$ cat src/rtl/seq_divider.sv
`default_nettype none
// ============================================================================
// Module   : seq_divider
// Function : Iterative radix-2 restoring divider. It takes one dividend/divisor
//            pair on two valid-qualified streams and returns
//            {quotient, remainder} on a single valid-qualified stream.
//            The divide runs for WIDTH cycles and can be signed or unsigned.
// Options  : SEQ_DIVIDER_DIVZERO_FLAG_EN adds output m_axis_dout_tuser, which
//            is set when the divisor was zero.
// Revision : 1.0 - initial release
// ============================================================================
module seq_divider #(
  parameter int WIDTH  = 32,
  parameter int SIGNED = 1
) (
  input  logic               clk,
  input  logic               aresetn,
  input  logic               aclken,
  input  logic               s_axis_divisor_tvalid,
  input  logic [WIDTH-1:0]   s_axis_divisor_tdata,
  input  logic               s_axis_dividend_tvalid,
  input  logic [WIDTH-1:0]   s_axis_dividend_tdata,
  output logic               m_axis_dout_tvalid,
  output logic [2*WIDTH-1:0] m_axis_dout_tdata,
`ifdef SEQ_DIVIDER_DIVZERO_FLAG_EN
  output logic               m_axis_dout_tuser,
`endif
  output logic               busy
);

  // Counter is wide enough to hold WIDTH-1 (at least one bit).
  localparam int c_cnt_w = (WIDTH > 1) ? $clog2(WIDTH) : 1;
  localparam logic [c_cnt_w-1:0] c_cnt_last = c_cnt_w'(WIDTH - 1);
  localparam logic [c_cnt_w-1:0] c_cnt_one  = c_cnt_w'(1);

  localparam logic [2:0] c_idle = 3'd0;
  localparam logic [2:0] c_prep = 3'd1;
  localparam logic [2:0] c_iter = 3'd2;
  localparam logic [2:0] c_fix  = 3'd3;
  localparam logic [2:0] c_done = 3'd4;

  logic [2:0]         r_state;
  logic [2:0]         w_next_state;
  logic               w_accept;

  // Raw operands as accepted. The raw dividend also serves as the
  // divide-by-zero remainder.
  logic [WIDTH-1:0]   r_dividend;
  logic [WIDTH-1:0]   r_divisor;

  // Working datapath. r_quo starts as the dividend magnitude. Each step
  // shifts one dividend bit out of the top and one quotient bit in at the
  // bottom.
  logic [WIDTH-1:0]   r_quo;
  logic [WIDTH-1:0]   r_rem;
  logic [WIDTH-1:0]   r_dvs;
  logic [c_cnt_w-1:0] r_cnt;
  logic               r_sign_q;
  logic               r_sign_r;
  logic               r_divzero;

  logic [2*WIDTH-1:0] r_tdata;
  logic               r_tuser;

  logic               w_neg_dvd;
  logic               w_neg_dvs;
  logic [WIDTH-1:0]   w_dvd_mag;
  logic [WIDTH-1:0]   w_dvs_mag;
  logic [WIDTH:0]     w_shift;
  logic               w_ge;
  logic [WIDTH-1:0]   w_sub;
  logic [WIDTH-1:0]   w_q_fix;
  logic [WIDTH-1:0]   w_r_fix;

  // For an unsigned divide, operand sign bits are ordinary magnitude bits.
  generate
    if (SIGNED != 0) begin : g_signed
      assign w_neg_dvd = r_dividend[WIDTH-1];
      assign w_neg_dvs = r_divisor[WIDTH-1];
    end else begin : g_unsigned
      assign w_neg_dvd = 1'b0;
      assign w_neg_dvs = 1'b0;
    end
  endgenerate

  // Two's-complement magnitude. The most negative value maps onto
  // 2^(WIDTH-1), which is still representable as an unsigned value.
  assign w_dvd_mag = w_neg_dvd ? (-r_dividend) : r_dividend;
  assign w_dvs_mag = w_neg_dvs ? (-r_divisor)  : r_divisor;

  // One restoring step. The shifted remainder needs WIDTH+1 bits. After a
  // subtract, the result is below the divisor, so the low WIDTH bits are exact.
  assign w_shift = {r_rem, r_quo[WIDTH-1]};
  assign w_ge    = (w_shift >= {1'b0, r_dvs});
  assign w_sub   = w_shift[WIDTH-1:0] - r_dvs;

  // Sign correction: truncate toward zero, remainder follows the dividend.
  // A zero divisor overrides both fields.
  always_comb begin
    w_q_fix = r_sign_q ? (-r_quo) : r_quo;
    w_r_fix = r_sign_r ? (-r_rem) : r_rem;
    if (r_divzero) begin
      w_q_fix = '1;
      w_r_fix = r_dividend;
    end
  end

  // FSM state register; freezes while the clock enable is low.
  always_ff @(posedge clk or negedge aresetn) begin
    if (!aresetn) begin
      r_state <= c_idle;
    end else if (aclken) begin
      r_state <= w_next_state;
    end
  end

  // Next-state logic: fixed walk from PREP through DONE once an operation starts.
  always_comb begin
    w_next_state = r_state;
    unique case (r_state)
      c_idle:  if (w_accept) w_next_state = c_prep;
      c_prep:  w_next_state = c_iter;
      c_iter:  if (r_cnt == '0) w_next_state = c_fix;
      c_fix:   w_next_state = c_done;
      c_done:  w_next_state = c_idle;
      default: w_next_state = c_idle;
    endcase
  end

  // FSM outputs: accept strobe, result valid and busy, all decoded from state.
  always_comb begin
    w_accept           = 1'b0;
    m_axis_dout_tvalid = 1'b0;
    busy               = 1'b1;
    unique case (r_state)
      c_idle: begin
        busy     = 1'b0;
        w_accept = s_axis_divisor_tvalid & s_axis_dividend_tvalid;
      end
      c_done:  m_axis_dout_tvalid = 1'b1;
      default: ;
    endcase
  end

  // Datapath: latch operands, prepare magnitudes and signs, then iterate.
  always_ff @(posedge clk or negedge aresetn) begin
    if (!aresetn) begin
      r_dividend <= '0;
      r_divisor  <= '0;
      r_quo      <= '0;
      r_rem      <= '0;
      r_dvs      <= '0;
      r_cnt      <= '0;
      r_sign_q   <= 1'b0;
      r_sign_r   <= 1'b0;
      r_divzero  <= 1'b0;
    end else if (aclken) begin
      unique case (r_state)
        c_idle: begin
          if (w_accept) begin
            r_dividend <= s_axis_dividend_tdata;
            r_divisor  <= s_axis_divisor_tdata;
          end
        end
        c_prep: begin
          r_sign_q  <= w_neg_dvd ^ w_neg_dvs;
          r_sign_r  <= w_neg_dvd;
          r_quo     <= w_dvd_mag;
          r_dvs     <= w_dvs_mag;
          r_rem     <= '0;
          r_divzero <= (r_divisor == '0);
          r_cnt     <= c_cnt_last;
        end
        c_iter: begin
          r_rem <= w_ge ? w_sub : w_shift[WIDTH-1:0];
          r_quo <= {r_quo[WIDTH-2:0], w_ge};
          r_cnt <= r_cnt - c_cnt_one;
        end
        default: ;
      endcase
    end
  end

  // Result register: loaded on the FIX->DONE edge, then held until the next result.
  always_ff @(posedge clk or negedge aresetn) begin
    if (!aresetn) begin
      r_tdata <= '0;
      r_tuser <= 1'b0;
    end else if (aclken && (r_state == c_fix)) begin
      r_tdata <= {w_q_fix, w_r_fix};
      r_tuser <= r_divzero;
    end
  end

  assign m_axis_dout_tdata = r_tdata;

`ifdef SEQ_DIVIDER_DIVZERO_FLAG_EN
  assign m_axis_dout_tuser = r_tuser;
`else
  // Without the flag port, the zero-divisor indication has no consumer.
  logic w_tuser_unused;
  assign w_tuser_unused = r_tuser;
`endif

endmodule
`default_nettype wire

$ cat config.mk
export PLATFORM = sky130hd
export DESIGN_NAME = seq_divider
export DESIGN_NICKNAME = d
export VERILOG_FILES = /design/src/rtl/seq_divider.sv
export SDC_FILE = /design/constraint.sdc
export NUM_CORES = 1
export LEC_CHECK = 0
export BUFFER_PORTS_ARGS = -buffer_cell sky130_fd_sc_hd__buf_4
export CAP_MARGIN = 20
export CORE_UTILIZATION = 29
export CTS_BUF_LIST = sky130_fd_sc_hd__clkbuf_2 sky130_fd_sc_hd__clkbuf_4 sky130_fd_sc_hd__clkbuf_8
export DETAILED_ROUTE_END_ITERATION = 7
export PLACE_DENSITY = 0.48
export SYNTH_ARGS = -nofsm -noshare
export SYNTH_HDL_FRONTEND = slang
export SYNTH_SLANG_ARGS = --single-unit
$ cat constraint.sdc
create_clock -name clk -period 3.9 [get_ports clk]
set_input_delay 0.195 -clock clk [delete_from_list [all_inputs] [get_ports clk]]
set_output_delay 0.195 -clock clk [all_outputs]
set_load 0.005 [all_outputs]
==> flow_summary.ini <==
[outcome]
outcome = finished, violations left
failed_checks = design-rule violations

[timing]
hold_viol = 0
slew_viol_final = 0
setup_ws_ns = 0.5056
tightest_slew_ns = 0.9776
max_clock_freq_mhz = 294.6
setup_viol = 0
finClkSkew_ns = 0.02281
maxSlewHeadroom_pct = 34.83
min_period_ns = 3.394
finalCritPeriodShare_pct = 87.04
rsz0062_at_grt = no
setup_tns_ns = 0

[routing]
drcViolationCount = 19
first_iter_violations = 681
avgRoutedWirePerCell_um = 17.29
detailedRoute.firstPassIterationCount = 6
wirelength_um = 40130
ant_nets = 0
routed_via_density = 4.928
vias = 11438

[synthesis]
synthAdderAreaFrac_pct = 3.596
synth-compound-area-share_pct = 19.18
synthSimpleGateAreaFrac_pct = 13.98
synthXorXnorAreaFrac_pct = 9.662
yosysMostFrequentCell = dfrtp_1
synth_top_family_by_area = compound AO/OA/AOI/OAI gates
synth_flop_cell = dfrtp_1
ys_async_sr_fraction_pct = 100.0
avgSynthCellArea_um2 = 9.167
ys_seq_area_share_pct = 42.68
synth_common_cells = dfrtp_1, nand2_1, o21ai_0
netlist_area_um2 = 13780
postSynthCellCount = 1503
synth_mux_area_share_pct = 6.938
synth-edff-count = 0
yosysTopAreaCell = dfrtp_1
synth_cell_types = 69
synth_area_leaders = dfrtp_1, xor2_1, nand2_1
synth_nets = 1611
synth_top_area_share_pct = 42.68
yosys_warnings = 0
synth.ff_latch_count = 235

[grt]
grt_usage_pct = 16.67
grt_pass1_vias = 11489
grt_overflow_total = 0
antenna_found_initial = 0
grt_max_degree = 123
grt_pass1_wl_um = 63470

[place]
numPortBuffers = 134
dp_hpwl_um = 29030
place_congestion = 0.8644
place_area_um2 = 15400
dp_slack_ns = 0.5171

[critical_path]
worstPathRequired_ns = 4.43
crit_arrival_ns = 3.93
r2r_slack_ns = 0.51
critPathCaptureType = flop
critPathKind = flop to flop
critPathMaxFanout = 4
crit_path_start_kind = flop

[floorplanning]
core-area_um2 = 46750
io-pin-count = 135
die_width_um = 220.0
die_area_um2 = 48390
die_y_um = 220.0
row_count = 79
initial_utilization_pct = 29.47

[cts]
numCtsBuffers = 45
cts_num_sinks = 235
cts_root_buf = clkbuf_8
clk_path_buf_depth = 3
clock_latency_ns = 0.63
cts_resized = 0
clk_pin_slew_worst_paths_ns = 0.06
cts_tree = done
htree_num_levels = 2

[pwr]
power_density_nw_per_um2 = 907.2
vdd_ir_drop_max_mv = 0.3182
p_leak_uw = 0.007575

[finish]
layout-drive-gt1-share_pct = 18.73
multi_input_area_um2 = 7375
num-nets-final = 1788
area_growth_pct = 23.86
diodes = 0
seq_area_um2 = 5882
n_fill_cell = 4805
design_area_um2 = 17070

[flow_run]
maxCapViolations = 0

[min_path]
worstHoldPathType = input pin to flop
-- critical path, stage by stage (launching register included) --
cell      delay [ns]
dfrtp_1         0.37
inv_1           0.14
ha_1            0.19
inv_1           0.05
fa_1            0.39
a21o_1          0.19
a221oi_2        0.32
o21bai_1        0.16
a221o_1         0.42
a221oi_1        0.55
nor3_1          0.11
a311o_1         0.29
o21ai_1         0.11
-- metrics by stage --
stage / power, uW / hold slack, ns / util (%) / std cells
after global routing: 16870 / 0.1107 / 36.50 / 2321
after floorplan: 10270 / -0.1006 / - / 1503
after CTS: 15660 / 0.01341 / 36.44 / 2320
after detailed placement: 12850 / 0.3842 / 32.93 / 2173
after global placement: 12790 / 0.3801 / 32.93 / 2173
final: 15480 / 0.06254 / 36.50 / 2321
-- power by group --
group          leakage [uW]  internal (uW)  total (uW)  switching [uW]
combinational       0.00413           3580        7830            4240
clock              0.000521           1540        2660            1130
sequential          0.00292           3520        4990            1470
-- state kept, by name, indices dropped and copies added (netlist names), 3 cells and up --
register,count
m_axis_dout_tdata,64
r_cnt,5
r_dividend,32
r_divisor,32
r_dvs,32
r_quo,32
r_rem,32
r_state,3
-- cell type report --
| cell class | instances | area share (%) |
|---|---|---|
| multi-input combinational | 1125 | 43.21 |
| sequential | 235 | 34.47 |
| timing repair buffer | 220 | 10.95 |
| clock buffer | 68 | 5.008 |
| tap | 607 | 4.450 |
| inverter | 53 | 1.166 |
| clock inverter | 13 | 0.7405 |
-- worst paths after layout --
| kind | to | start | cells after the start |
|---|---|---|---|
| min in group asynchronous | m_axis_dout_tdata[36] | aresetn | 2 |
| hold reg to reg | m_axis_dout_tdata[34] | m_axis_dout_tdata[34] | 2 |
| hold / removal | r_state[0] | s_axis_dividend_tvalid | 5 |
| max in group asynchronous | m_axis_dout_tdata[54] | aresetn | 3 |
| setup reg to reg | r_rem[28] | r_quo[31] | 12 |
| setup / recovery | r_rem[28] | r_quo[31] | 12 |
-- repair_timing --
action                    in CTS  in global routing
hold buffers                  66                  0
hold endpoints to repair     186                  0
buffers inserted               0                  0
-- layout by cell type, fill, tap and decap left out, types with 49 or more instances in the layout --
cell type      instances
a21oi_1               88
buf_4                150
clkbuf_8              55
dfrtp_1              234
dlygate4sd3_1         66
inv_1                 53
mux2_2                60
nand2_1              216
nor2_1                81
o21ai_0              133
o21ai_1               54
xnor2_1               49
xor2_1               103
-- routing by layer --
metal  vias up  share of wire, %  GRT usage [%]
li1       5689                 -              -
met4         0               2.7          6.253
met5         -                 0              0
met3        65               3.9          2.650
met1      5461                47          22.07
met2       223                47          27.19
-- cell families (layout without fill, tap and decap cells) --
logic type	Yosys count	count (layout)
buffers and inverters	143	354
AOI/OAI and AO/OA	425	425
xor gates and xnor gates	152	152
DFF	235	235
muxes	88	88
and+or+nand+nor	421	421
adders and majority gates	39	39
Note: power is estimated with default switching activity, not from simulation.
